==> src/rtl/conv_enc_213.sv <==
// Rate-1/2 (2,1,3) convolutional encoder, G0=111 / G1=101, with valid/ready handshakes.
// Define CONV213_TAIL_EN to append two zero tail bits that terminate every frame in state 00.
module conv_enc_213 #(
    parameter int         FRAME_LEN = 64,
    parameter logic [2:0] G0        = 3'b111,
    parameter logic [2:0] G1        = 3'b101
) (
    input  logic       Clk,
    input  logic       Reset_n,
    input  logic       In_valid,
    output logic       In_ready,
    input  logic       In_bit,
    output logic       Tx_valid,
    input  logic       Tx_ready,
    output logic [1:0] Tx,
    output logic       Tx_sof,
    output logic       Tx_eof
);

    typedef enum logic [1:0] {IDLE, DATA, TAIL1, TAIL2} state_t;

    localparam logic [15:0] LAST = 16'(FRAME_LEN);
`ifdef CONV213_TAIL_EN
    localparam state_t AFTER_DATA = TAIL1;
`else
    localparam state_t AFTER_DATA = IDLE;
`endif

    state_t      state;
    state_t      state_nxt;
    logic [1:0]  sreg;
    logic [1:0]  sreg_nxt;
    logic [15:0] cnt;
    logic [15:0] cnt_nxt;
    logic        adv;
    logic        accept;
    logic        last_bit;
    logic        produce;
    logic        u;
    logic [1:0]  tx_nxt;
    logic        sof_nxt;
    logic        eof_nxt;

    assign adv      = !Tx_valid | Tx_ready;
    assign In_ready = Reset_n & adv & ((state == IDLE) | (state == DATA));
    assign accept   = In_valid & In_ready;
    assign last_bit = (state == IDLE) ? (LAST == 16'd1) : ((cnt + 16'd1) == LAST);

    always_ff @(posedge Clk) begin
        if (!Reset_n) begin
            state <= IDLE;
        end else begin
            state <= state_nxt;
        end
    end

    always_comb begin
        state_nxt = state;
        case (state)
            IDLE:    if (accept) state_nxt = last_bit ? AFTER_DATA : DATA;
            DATA:    if (accept && last_bit) state_nxt = AFTER_DATA;
`ifdef CONV213_TAIL_EN
            TAIL1:   if (adv) state_nxt = TAIL2;
            TAIL2:   if (adv) state_nxt = IDLE;
`endif
            default: state_nxt = IDLE;
        endcase
    end

    // Symbol to load into the output stage: a data bit on accept, otherwise a zero tail bit.
    always_comb begin
        produce = 1'b0;
        u       = 1'b0;
        sof_nxt = 1'b0;
        eof_nxt = 1'b0;
        cnt_nxt = cnt;
        if (accept) begin
            produce = 1'b1;
            u       = In_bit;
            sof_nxt = (state == IDLE);
            cnt_nxt = (state == IDLE) ? 16'd1 : cnt + 16'd1;
`ifndef CONV213_TAIL_EN
            eof_nxt = last_bit;
`endif
        end
`ifdef CONV213_TAIL_EN
        else if (adv && ((state == TAIL1) || (state == TAIL2))) begin
            produce = 1'b1;
            eof_nxt = (state == TAIL2);
        end
`endif
        tx_nxt   = {^({u, sreg} & G0), ^({u, sreg} & G1)};
        sreg_nxt = {u, sreg[1]};
`ifndef CONV213_TAIL_EN
        // Unterminated frames still restart the next frame from state 00.
        if (accept && last_bit) sreg_nxt = 2'b00;
`endif
    end

    always_ff @(posedge Clk) begin
        if (!Reset_n) begin
            Tx       <= 2'b00;
            Tx_valid <= 1'b0;
            Tx_sof   <= 1'b0;
            Tx_eof   <= 1'b0;
            sreg     <= 2'b00;
            cnt      <= 16'd0;
        end else if (adv) begin
            Tx_valid <= produce;
            if (produce) begin
                Tx     <= tx_nxt;
                Tx_sof <= sof_nxt;
                Tx_eof <= eof_nxt;
                sreg   <= sreg_nxt;
                cnt    <= cnt_nxt;
            end
        end
    end

endmodule

==> config.mk <==
export PLATFORM = sky130hd
export DESIGN_NAME = conv_enc_213
export DESIGN_NICKNAME = d
export VERILOG_FILES = /design/src/rtl/conv_enc_213.sv
export SDC_FILE = /design/constraint.sdc
export NUM_CORES = 1
export LEC_CHECK = 0
export CELL_PAD_IN_SITES_DETAIL_PLACEMENT = 0
export CELL_PAD_IN_SITES_GLOBAL_PLACEMENT = 1
export CORE_MARGIN = 5
export CORE_UTILIZATION = 43
export CTS_CLUSTER_DIAMETER = 200
export CTS_CLUSTER_SIZE = 14
export DETAILED_ROUTE_END_ITERATION = 7
export PLACE_DENSITY_LB_ADDON = 0.1
export SYNTH_ARGS = -nofsm -noshare
export SYNTH_HDL_FRONTEND = slang
export SYNTH_SLANG_ARGS = --single-unit
==> constraint.sdc <==
create_clock -name Clk -period 3 [get_ports Clk]
set_input_delay 0.6 -clock Clk [delete_from_list [all_inputs] [get_ports Clk]]
set_output_delay 0.6 -clock Clk [all_outputs]
set_load 0.02 [all_outputs]
## Yosys cells after proc, flatten, opt, wreduce, memory -nomap -nowiden

Cells that the tools add are included.

- Multiplexer cells: 11
- $lt $le $gt $ge: 0
- Shifts and indexed selects: 0
- Equal/unequal tests: 4
- Add/sub/neg operators: 1
- Bitwise logic cells: 5
- Div/mod/pow operators: 0
- Reduce and logical (&&, ||, !) cells: 8
- Multipliers: 0

Operators with widths:

| cell | count |
|---|---|
| $add A16 B1 Y16 const B | 1 |
| $eq A16 B7 Y1 const B | 1 |
| $mux W16 | 1 |
| $mux W1 | 6 |
| $mux W2 | 3 |
| $reduce_xor A3 Y1 | 2 |
| $pmux W2 S2 | 1 |
| $reduce_and A2 Y1 | 2 |
| $and A1 B1 Y1 | 3 |
| $reduce_and A3 Y1 | 1 |
| $eq A2 B1 Y1 const B | 1 |
| $logic_not A2 Y1 | 1 |
| $ne A2 B1 Y1 const B | 1 |
| $ne A2 B2 Y1 const B | 1 |
| $or A1 B1 Y1 | 2 |
| $logic_and A1 B1 Y1 | 1 |
| $logic_not A1 Y1 | 1 |

- Bits of input ports: 5
- Memories: 0
- Bits in registers: 25
- Word-level logic and storage cells: 36
- Output and inout bits: 6
- ROM bits: 0
- Bits in latches: 0
- Memory bits (writable): 0

## Logic depth before layout (Yosys ltp)

Gate-level depths: netlist of the first run.

- Depth in word-level cells: 8
- Gate-level depth with buffers: 8
- Mapped depth without buffers: 7

## Worst setup path after synthesis of the first run

No wires, ideal clock.

- Path type: register to register
- From: reg cnt[3]
- To: reg state[0]
- Cell stages (with the launch flop): 7
- Period minus slack after synthesis: 2,115 ps
- Path slack: 885 ps
- Path buffers: 1
- Arrival: 1,975 ps
- Path through: dfxtp_1 -> buf_6 -> nand4_4 -> or4_4 -> or3_4 -> a2111oi_4 -> a22oi_1

- Cells in the longest elaborated chain, start to end: 6

Ends and longest elaborated chain:

| what | line | RTL |
|---|---|---|
| start: declaration | 33 | `logic [15:0] cnt;` |
| start signal: assignment | 115 | `cnt <= cnt_nxt;` |
| $add A16 B1 Y16 * | 47 | `assign last_bit = (state == IDLE) ? (LAST == 16'd1) : ((cnt + 16'd1) == LAST);` |
| $eq A16 B7 Y1 * | 47 |  |
| $mux W1 * | 47 |  |
| $mux W1 / $logic_and A1 B1 Y1 (equally long branches) | 60, 61 |  |
| $mux W2 / $ne A2 B1 Y1 (equally long branches) | - |  |
| $pmux W2 S2 / $reduce_and A2 Y1 (equally long branches) | - |  |
| end signal: assignment | 53 | `state <= state_nxt;` |
| end: declaration | 29 | `state_t state;` |

Mark *: on every way between the ends. The rest lies on a longest branch, timed or not. The select of a mux whose other input is x is not followed.
A chain may end at the register's enable or synchronous reset.

## Final worst setup path of the first run

- From: in Tx_ready
- To: out In_ready

- Cells in the longest elaborated chain, start to end: 3

Ends and longest elaborated chain:

| what | line | RTL |
|---|---|---|
| start: declaration | 14 | `input logic Tx_ready,` |
| $or A1 B1 Y1 | 44 | `assign adv = !Tx_valid \| Tx_ready;` |
| $and A1 B1 Y1 (2 in series) | 45 | `assign In_ready = Reset_n & adv & ((state == IDLE) \| (state == DATA));` |
| end: declaration | 11 | `output logic In_ready,` |

No other way between the ends.

==> impl_metrics.toml, run 1 <==
[status]
outcome = "finished, final reports clean"

[grt]
grt_pass1_vias = 1174
track_usage = 0.152
grt-ovfl-total = 0
antenna_found_initial = 0
grt_pass1_wl_microns = 5490
grt_max_degree = 27

[clock_network]
numCtsBuffers = 3
clock_path_buffers = 2
cts_tree = "built"
clock_tree.root_cell = "clkbuf_4"
cts-resized-gates = 0
clock_latency_ns = 0.32
htree_levels = 1
cts.sinks = 24
postCtsSetupBuffers = 0
hold_buffers = 0
clkTransAtPathRegs_ns = 0.12

[timing]
drv_slew = 0
finClkSkew_ns = 0.0176
hold_viol_final = 0
worst_slew_pin_slew_ns = 0.698
fmax_mhz = 399
setup_viol = 0
min_period_over_period = 0.835
period_minus_slack_ns = 2.50
rsz0062_at_grt = "false"
slew-limit-headroom = 0.531
finalSetupTns_ns = 0

[place]
gp_congestion = 0.758
placed_cell_area_sq_mm = 0.00159
dp_hpwl_microns = 2200
io_buffers = 10

[power]
p_per_area_mw_per_mm2 = 341
vdd_ir_drop_max_uv = 172
p_leak_nw = 0.528

[logic_synthesis]
synth_cell_type_count = 44
syn_area_per_cell_sq_um = 7.92
yosysSeqAreaShare = 0.324
netlist.area_leader.share = 0.324
synth_area_sq_mm = 0.00148
synth_warnings = 0
synthCells = 187
synth-seq-cells = 24
synth_top_area_cell = "dfxtp_1"
synth_ff_type = "dfxtp_1"
synth_nets = 194
synth-edff-count = 0
synthTopCellsByArea = "dfxtp_1, nand2_1, nand3_1"
async_flop_share = 0

[routing]
wl_microns = 3120
viasPerCell = 5.31
wl_per_cell_microns = 13.4
drt_first_pass_iters = 5
drtIter0Drc = 95
drc = 0
detail-route-antenna-nets = 0
vias = 1237

[layout]
areaGrowthSynthToFinish_pct = 8.53
n_antenna_cell = 0
nets = 196
drive_gt1_frac = 0.107
final_cell_mix = "nand2_1, dfxtp_1, nand3_1, o21ai_0, clkdlybuf4s50_1"
final_common_cell = "nand2_1"
stdcell_area_sq_mm = 0.00161

[worst_setup_path]
worstSetupEndpointType = "output pin"
worstPathArrival_ns = 1.90
slowest_delay_ns = 0.60
reg2regPathDepth = 5
path_cells = "clkdlybuf4s50_1 > nand2b_1 > and2_1 > clkdlybuf4s50_1"
timing.rr.start = "cnt[2]"
critical_path.startpoint = "Tx_ready"
critPathKind = "input port to output pin"
crit_top_cell = "clkdlybuf4s50_1"
start_kind = "input port"
timing.critical_path.to = "In_ready"
crit_path_max_fanout = 4
r2r_end = "state[0]"
critical_path_required_ns = 2.40
ff2ff_setup_slack_ns = 0.59
critPathSlowestCell = "clkdlybuf4s50_1"

[die]
die_h_microns = 68.7
std_cell_rows = 21
die_area_sq_mm = 0.00472
start_util = 0.444
ios = 11
core_area_sq_mm = 0.00334
die_w_microns = 68.7

[min_path]
hp-class = "flip-flop to flip-flop"

[flow_run]
drv_cap = 0
## layer usage
metal / global-route usage / vias to the layer above / routed length (microns)
met5: 0 / - / 0
met4: 0.0584 / 0 / 24
met3: 0.0259 / 2 / 96
met2: 0.238 / 21 / 1390
met1: 0.207 / 555 / 1610
li1: - / 659 / -
## layout make-up
class                      instances  area [sq um]
multi-input combinational        141           898
sequential                        24           480
timing repair buffer              14           130
tap                               46          57.6
inverter                           5          18.8
clock buffer                       3          22.5
fill                             364          1730
## worst min-delay path by stage
stage             from       to  slack [ns]  cells after the start
3_5_place_dp     Tx[1]    Tx[1]        0.46                      2
6_report         Tx[1]    Tx[1]        0.48                      2
2_1_floorplan  sreg[0]  sreg[0]        0.48                      2
5_1_grt          Tx[1]    Tx[1]        0.51                      2
3_3_place_gp     Tx[1]    Tx[1]        0.45                      2
4_1_cts          Tx[1]    Tx[1]        0.48                      2
## flip-flops by register name, summed over array words and instances (netlist names)
register,cells
cnt,16
Tx,2
sreg,2
Tx_eof,1
Tx_sof,1
Tx_valid,1
state,1
## metrics by stage
stage,util,setup slack [ns],hold slack [ns],std cells,power (W)
5_1_grt,0.482,0.380,0.512,233,0.000575
2_1_floorplan,-,0.885,0.479,187,0.000383
3_5_place_dp,0.475,0.481,0.464,230,0.000411
4_1_cts,0.482,0.484,0.481,233,0.000558
3_3_place_gp,0.475,0.489,0.451,230,0.000410
6_report,0.482,0.496,0.481,233,0.000548
## critical path, delay by kind of cell
kind	cells	cell delay (ns)
simple gates	2	0.27
buf+inv	2	1.04
## power by group
part           switching [W]  leakage (nW)  internal [W]
Combinational      0.0000395         0.320     0.0000295
Sequential        0.00000718         0.195      0.000327
Clock              0.0000977        0.0138     0.0000469
Total               0.000144         0.528      0.000404
## synthesized netlist by cell type, drive strengths merged (2+ instances only)
cell type / n
nand2: 25
dfxtp: 24
nand3: 15
clkbuf: 10
o21ai: 10
nor2: 9
nor2b: 9
a22oi: 8
buf: 7
xnor2: 6
a21boi: 5
a21oi: 5
and2: 5
inv: 5
nor3: 5
nand4: 4
nor4: 3
o211ai: 3
a21o: 2
a31oi: 2
and3: 2
ha: 2
mux2: 2
mux2i: 2
o31ai: 2
or2: 2
or3: 2
or4: 2
xor2: 2
## cells by family after synthesis
| group | synth area share |
|---|---|
| AND/OR/NAND/NOR | 0.311 |
| AO/OA/AOI/OAI | 0.203 |
| flip-flops | 0.324 |
| buffers and inverters | 0.0693 |
| XOR/XNOR | 0.0473 |
| multiplexers | 0.0287 |
| adder cells (fa/ha/maj) | 0.0169 |
Note: power is estimated with default switching activity, not from simulation.
==> run 2, diff against run 1 <==
- clock period: 3 -> 2.47 ns (I/O delays scaled with it)
==> impl_metrics.toml, run 2 (synthesis gave the netlist of run 1 again) <==
[status]
outcome = "finished, final reports clean"

[routing]
wl_met1_microns = 1620
viasPerCell = 5.26
drtIter0Drc = 57
dr_wl_met2_microns = 1430
drt_first_pass_iters = 4
wl_per_cell_microns = 13.2
wl_met3_microns = 98
highest_layer = "met4"
drc = 0
vias = 1267
wl_microns = 3180
detail-route-antenna-nets = 0

[layout]
fin_cells = 241
fillCellCount = 341
final_common_cell = "nand2_1"
regMostFlops = "cnt"
largest_reg_flops = 16
stdcell_area_sq_mm = 0.00168
multi_input_area_sq_um = 898
n_antenna_cell = 0
areaGrowthSynthToFinish_pct = 13.1
nets = 203
drive_gt1_frac = 0.149
reg_top3 = "cnt x16, Tx x2, sreg x2"
regArea_sq_um = 482
final_cell_mix = "nand2_1, dfxtp_1, nand3_1, buf_4"

[grt]
track_usage = 0.153
grt_pass1_vias = 1218
grt-ovfl-total = 0
grt_max_degree = 27
antenna_found_initial = 0
grt_pass1_wl_microns = 5520

[power]
switchingPower_w = 0.000183
p_seq_frac = 0.575
intPower_w = 0.000525
clkPwrFrac = 0.305
vdd_ir_drop_max_uv = 240
power_frac_comb = 0.120
p_per_area_mw_per_mm2 = 422
p_leak_nw = 0.573
switching_share = 0.258

[clock_network]
cts.sinks = 24
numCtsBuffers = 3
cts_tree = "built"
clock_path_buffers = 2
htree_levels = 1
clock_latency_ns = 0.32
clkTransAtPathRegs_ns = 0.14
clock_tree.root_cell = "clkbuf_4"

[worst_setup_path]
start_kind = "input port"
critPathKind = "input port to output pin"
critPathSlowestCell = "clkdlybuf4s50_1"
worstPathArrival_ns = 1.81
critical_path_required_ns = 1.98
crit_top_cell = "clkdlybuf4s50_1"
ff2ff_setup_slack_ns = 0.18
worstSetupEndpointType = "output pin"
path_cells = "clkdlybuf4s50_1 > nand2b_1 > and2_1 > clkdlybuf4s50_1"
slowest_delay_ns = 0.60
crit_path_max_fanout = 4

[timing]
finalSetupTns_ns = 0
hold_viol_final = 0
finClkSkew_ns = 0.00363
drv_slew = 0
period_minus_slack_ns = 2.31
min_period_over_period = 0.934
worst_slew_pin_slew_ns = 0.453
rsz0062_at_grt = "false"
setup_viol = 0
slew-limit-headroom = 0.697
fmax_mhz = 434

[die]
ios = 11
std_cell_rows = 21
start_util = 0.444
die_area_sq_mm = 0.00472
die_w_microns = 68.7
die_h_microns = 68.7
core_area_sq_mm = 0.00334

[place]
dp_cells = 237
placed_cell_area_sq_mm = 0.00164
gp_congestion = 0.804
io_buffers = 10
dp_hpwl_microns = 2260

[flow_run]
drv_cap = 0

[min_path]
hp-class = "flip-flop to flip-flop"
## run 2: cell types whose count changed in the layout (fill, tap and decap cells not counted)
cell,before,now
dfxtp_2,0,1
dfxtp_1,24,23
clkbuf_8,0,1
buf_4,4,11
## run 2: power by group through the flow
stage / combinational [W] / sequential (W) / clock (W)
floorplan: 0.0000466 / 0.000419 / 0
global placement: 0.0000845 / 0.000415 / 0
detailed placement: 0.0000855 / 0.000415 / 0
CTS: 0.0000858 / 0.000407 / 0.000223
global route: 0.0000936 / 0.000409 / 0.000235
finish: 0.0000848 / 0.000407 / 0.000215
## run 2: repair_timing
| action | in CTS | in global routing |
|---|---|---|
| hold buffers | 0 | 0 |
| gates resized for setup | 0 | 1 |
| setup endpoints to repair | 0 | 1 |
| buffers inserted | 0 | 0 |
## run 2: layout make-up
| type | instances | share of cell area |
|---|---|---|
| multi-input combinational | 141 | 0.536 |
| sequential | 24 | 0.288 |
| inverter | 5 | 0.0112 |
| clock buffer | 4 | 0.0217 |
| tap | 46 | 0.0344 |
| timing repair buffer | 21 | 0.109 |
## run 2: per-layer routing
metal / track usage / vias to the layer above
li1: - / 674
met1: 0.211 / 577
met3: 0.0211 / 2
met2: 0.241 / 14
met4: 0.0608 / 0
met5: 0 / -
## run 2: path summary, 6_finish.rpt
| check | startpoint | endpoint | cells after the start |
|---|---|---|---|
| max | Tx_ready | In_ready | 4 |
| min | Tx[1] | Tx[1] | 2 |
| max reg2reg | cnt[0] | sreg[0] | 5 |
| min reg2reg | Tx[1] | Tx[1] | 2 |
## run 2: metrics by stage
stage / hold slack (ns) / power (W) / worst slack [ns] / util
after floorplan: 0.479 / 0.000466 / 0.355 / -
after global placement: 0.448 / 0.000500 / 0.172 / 0.491
after detailed placement: 0.458 / 0.000501 / 0.127 / 0.491
after CTS: 0.476 / 0.000716 / 0.119 / 0.502
after global routing: 0.495 / 0.000737 / 0.0263 / 0.502
final: 0.471 / 0.000707 / 0.163 / 0.502
## run 2: worst max-delay path: cells and delay by family
kind | cells | cell delay, ns
and+or+nand+nor | 2 | 0.27
buffers and inverters | 2 | 1.05
==> RTL edit 1, RTL diff (settings of run 2) <==
Add a define of `CONV213_TAIL_EN`.
--- a/src/rtl/conv_enc_213.sv
+++ b/src/rtl/conv_enc_213.sv
@@ -2,2 +2,4 @@
 // Define CONV213_TAIL_EN to append two zero tail bits that terminate every frame in state 00.
+`define CONV213_TAIL_EN
+
 module conv_enc_213 #(
Function: no difference found for any inputs over 10 cycles, from zero or initial values and one cycle with Reset_n low; that may be too few to reach the edited logic, so the function may still have changed.
==> RTL edit 1 against run 2 <==
- wire length up 27%
- count of clock-buffer cells in the layout unchanged
- sequential cell count grew 1
- clock skew rose by 0.0023 ns
- synthesized area is 11% higher
- highest routed layer unchanged
- design area is 8.9% higher
- cell count up 9.5%
- worst setup slack worse by 0.076 ns
- non-clock buffer count up 2
Power is not compared: it rests on default switching activity, and its combinational part moved more than twofold at a synthesized area within 25%.
==> RTL edit 1: results (changes against run 2) <==
vias per cell=5.83 (was 5.26); share of post-route cells with drive strength above 1=15.7% (was 14.9%); Worst-Skew Late Latency=0.27 ns (was 0.32 ns); mux cell area share after synthesis=1.22% (was 2.87%); total global-route track usage=16.2% (was 15.3%); Slew @ Worst Pin=0.495 ns (was 0.453 ns); post-synthesis cell count=203 (was 187); Synth Area in Compound Gates=25.1% (was 20.3%); first-pass GRT wire length=6760 um (was 5520 um); Root Buffer=clkbuf_8 (was clkbuf_4); Reg2Reg Depth=8 (was 5); met2 WL post-DR=2010 um (was 1430 um); xor and xnor area share after synthesis=2.66% (was 4.73%); Total Routed Length=4050 um (was 3180 um); Synth Area in Adders=3.81% (was 1.69%); met3 usage=3.09% (was 2.11%); Non-Filler Instances=264 (was 241); nets@finish=227 (was 203); Starting DRT DRC Count=68 (was 57); post-DP HPWL=2970 um (was 2260 um); met1 usage=20.6% (was 21.1%); metal3 WL=117 um (was 98 um); register area share after synthesis=30.4% (was 32.4%); Synth Net Count=213 (was 194); synth top area cells=dfxtp_1, a21oi_1, o21ai_0, nor2_1, nand2_1 (was dfxtp_1, nand2_1, nand3_1, a22oi_1, nor2b_1); status=finished, final reports clean (unchanged); WL met1=1900 um (was 1620 um); met2 global-route usage=28.9% (was 24.1%); DP Area=1780 sq um (was 1640 sq um); largest net degree at the start of global routing=21 (was 27); fill count=373 (was 341); worst slack at placement=-0.0272 ns (was 0.127 ns)
==> RTL edit 1: final timing paths <==
check,startpoint,to,slack (ns)
min,sreg[0],sreg[0],0.48
min reg2reg,sreg[0],sreg[0],0.48
max reg2reg,state[0],state[0],0.27
max,Reset_n,In_ready,0.09
==> RTL edit 1: worst min-delay path, cell delays in order (launching register included) <==
cell and delay (ns):
dfxtp_1 0.33, nand2_1 0.06, a21oi_1 0.05
==> RTL edit 1: area by class of cell <==
cell class / instances / area [sq um] / share of cell area, %
clock buffer: 4 / 45.0 / 2.47
inverter: 5 / 18.8 / 1.03
multi-input combinational: 159 / 1000 / 54.9
sequential: 25 / 500 / 27.4
tap: 48 / 60.1 / 3.29
timing repair buffer: 23 / 198 / 10.8
==> RTL edit 1: power by group <==
| group | internal, mW | switching [mW] |
|---|---|---|
| logic | 0.248 | 0.325 |
| clock network | 0.115 | 0.133 |
| registers | 0.443 | 0.0344 |
==> RTL edit 2, RTL diff (settings of run 2) <==
Made on the original files. Reset style: asynchronous (`Reset_n`), changed in 2 clocked blocks.
--- a/src/rtl/conv_enc_213.sv
+++ b/src/rtl/conv_enc_213.sv
@@ -48,3 +48,3 @@
 
-    always_ff @(posedge Clk) begin
+    always_ff @(posedge Clk or negedge Reset_n) begin
         if (!Reset_n) begin
@@ -99,3 +99,3 @@
 
-    always_ff @(posedge Clk) begin
+    always_ff @(posedge Clk or negedge Reset_n) begin
         if (!Reset_n) begin
Check against the original RTL: differs if Reset_n is asserted again (counterexample within 4 cycles, from zero or initial values and one cycle with Reset_n low); with Reset_n held inactive, the same outputs for 10 cycles.
==> RTL edit 2 against run 2 <==
- design area unchanged
- wire length decreased by 2.2%
- sequential cell count unchanged
- critical path depth unchanged
- synthesized area increased by 0.59%
- worst setup slack got worse by 0.0080 ns
Power is not compared: it rests on default switching activity, and its combinational part moved more than twofold at a synthesized area within 25%.
==> RTL edit 2: results (changes against run 2) <==
status=finished, final reports clean (unchanged); H-tree depth=1 (unchanged); Detailed Routing Iterations Pass 1=4 (unchanged); DR WL/cell=14.1 um (was 13.2 um); initial antenna violation count=0 (unchanged); largest net degree at the start of global routing=27 (unchanged); Crit path max-delay family=buffers and inverters (unchanged); Synth Warn #=0 (unchanged); Clock Tree Buf Depth=2 (unchanged); Root Buffer=clkbuf_4 (unchanged); Worst Path Arrival=approximately 1.8 ns; Peak VDD IR=between 400 and 500 uV; Port Buffer Count=10 (unchanged); Antenna Cells=0 (unchanged); worst clock skew=0.00740 ns (was 0.00363 ns); Max FO, Critical Path=4 (unchanged); Post-CTS Setup Repair Bufs=0 (unchanged); Synth async-reset ratio=100% (was 0%); Top Registers=cnt: 16 flops, Tx: 2 flops, sreg: 2 flops (unchanged); number of global-route vias before repair=1106 (was 1218); CTS clk-pin slew, worst paths=between 0.1 and 0.15 ns; LEAKAGE=0.720 nW; post-DP HPWL=2280 um (was 2260 um); Starting DRT DRC Count=114 (was 57); worst slack at placement=0.139 ns (was 0.127 ns); top cells by count, synth=dfrtp_1, nand2_1, o21ai_0 (was nand2_1, dfxtp_1, nand3_1); total global-route track usage=15.6% (was 15.3%); CTS resizes=0 (unchanged); first-pass GRT wire length=5400 um (was 5520 um); Crit-path slowest cell=clkdlybuf4s50_1 (unchanged); CTS Buf Count=3 (unchanged); Synth Net Count=174 (was 194); Top reg by flops=cnt (unchanged); Vias=1215 (was 1267); nets@finish=182 (was 203); ys flop type=dfrtp_1 (was dfxtp_1); share of post-route cells with drive strength above 1=9.77% (was 14.9%); Worst-Skew Late Latency=0.32 ns (about the same); worst hold-check path type=flop to flop (unchanged); Rel. slew slack=74.9% (was 69.7%); fill count=328 (was 341); register area share after synthesis=40.3% (was 32.4%); switching share of power=just over 40%; Unique masters post-synth=35 (was 44); CP max stage delay=0.60 ns (about the same); synth top area cells=dfrtp_1, mux2i_1, nand2_1, o21ai_0, a22o_1 (was dfxtp_1, nand2_1, nand3_1, a22oi_1, nor2b_1); RePlAce Congestion=0.848 (was 0.804)
[RTL edit 2: worst paths after layout]
check | from | end | slack (ns) | cells after the start
max in group asynchronous | Reset_n | cnt[13] | 1.63 | 2
min in group asynchronous | Reset_n | cnt[4] | 0.58 | 2
worst min register to register | Tx_sof | Tx_sof | 0.50 | 2
worst min-delay path | Tx_sof | Tx_sof | 0.50 | 2
worst max-delay path | Tx_ready | In_ready | 0.16 | 4
worst max register to register | cnt[3] | state[0] | 0.43 | 5
[RTL edit 2: stage by stage]
step / std cells / cell area, sq um / util [%]
floorplan: 167 / 1490 / -
global placement: 216 / 1640 / 49.1
detailed placement: 216 / 1640 / 49.1
CTS: 220 / 1680 / 50.2
global route: 220 / 1680 / 50.2
finish: 220 / 1680 / 50.2
[RTL edit 2: routing by layer]
layer	track usage [%]	vias up	routed length (um)
met2	24.9	17	1470
li1	-	614	-
met3	4.21	2	127
met1	20.0	582	1470
met5	0	-	0
met4	5.84	0	37
[RTL edit 2: power by group through the flow]
stage	Clock, mW	Combinational [mW]	Sequential (mW)
final	0.211	0.583	0.611
after global routing	0.236	0.654	0.633
after CTS	0.217	0.592	0.611
after detailed placement	0	0.589	0.620
after global placement	0	0.577	0.615
after floorplan	0	0.491	0.562
[RTL edit 2: layout make-up]
| class | instances | share of cell area, % |
|---|---|---|
| multi-input combinational | 126 | 49.0 |
| sequential | 24 | 35.8 |
| timing repair buffer | 16 | 8.66 |
| tap | 46 | 3.44 |
| clock buffer | 4 | 2.17 |
| inverter | 4 | 0.896 |
[RTL edit 2: cells by family after synthesis]
kind of cell    after synthesis  share of synthesized area (%)
simple gates                 69                           26.2
flops                        24                           40.3
buf+inv                      17                           4.62
fa+ha+maj                     2                           1.68
compound gates               37                           15.7
xor+xnor                      8                           4.70
mux                          10                           6.80
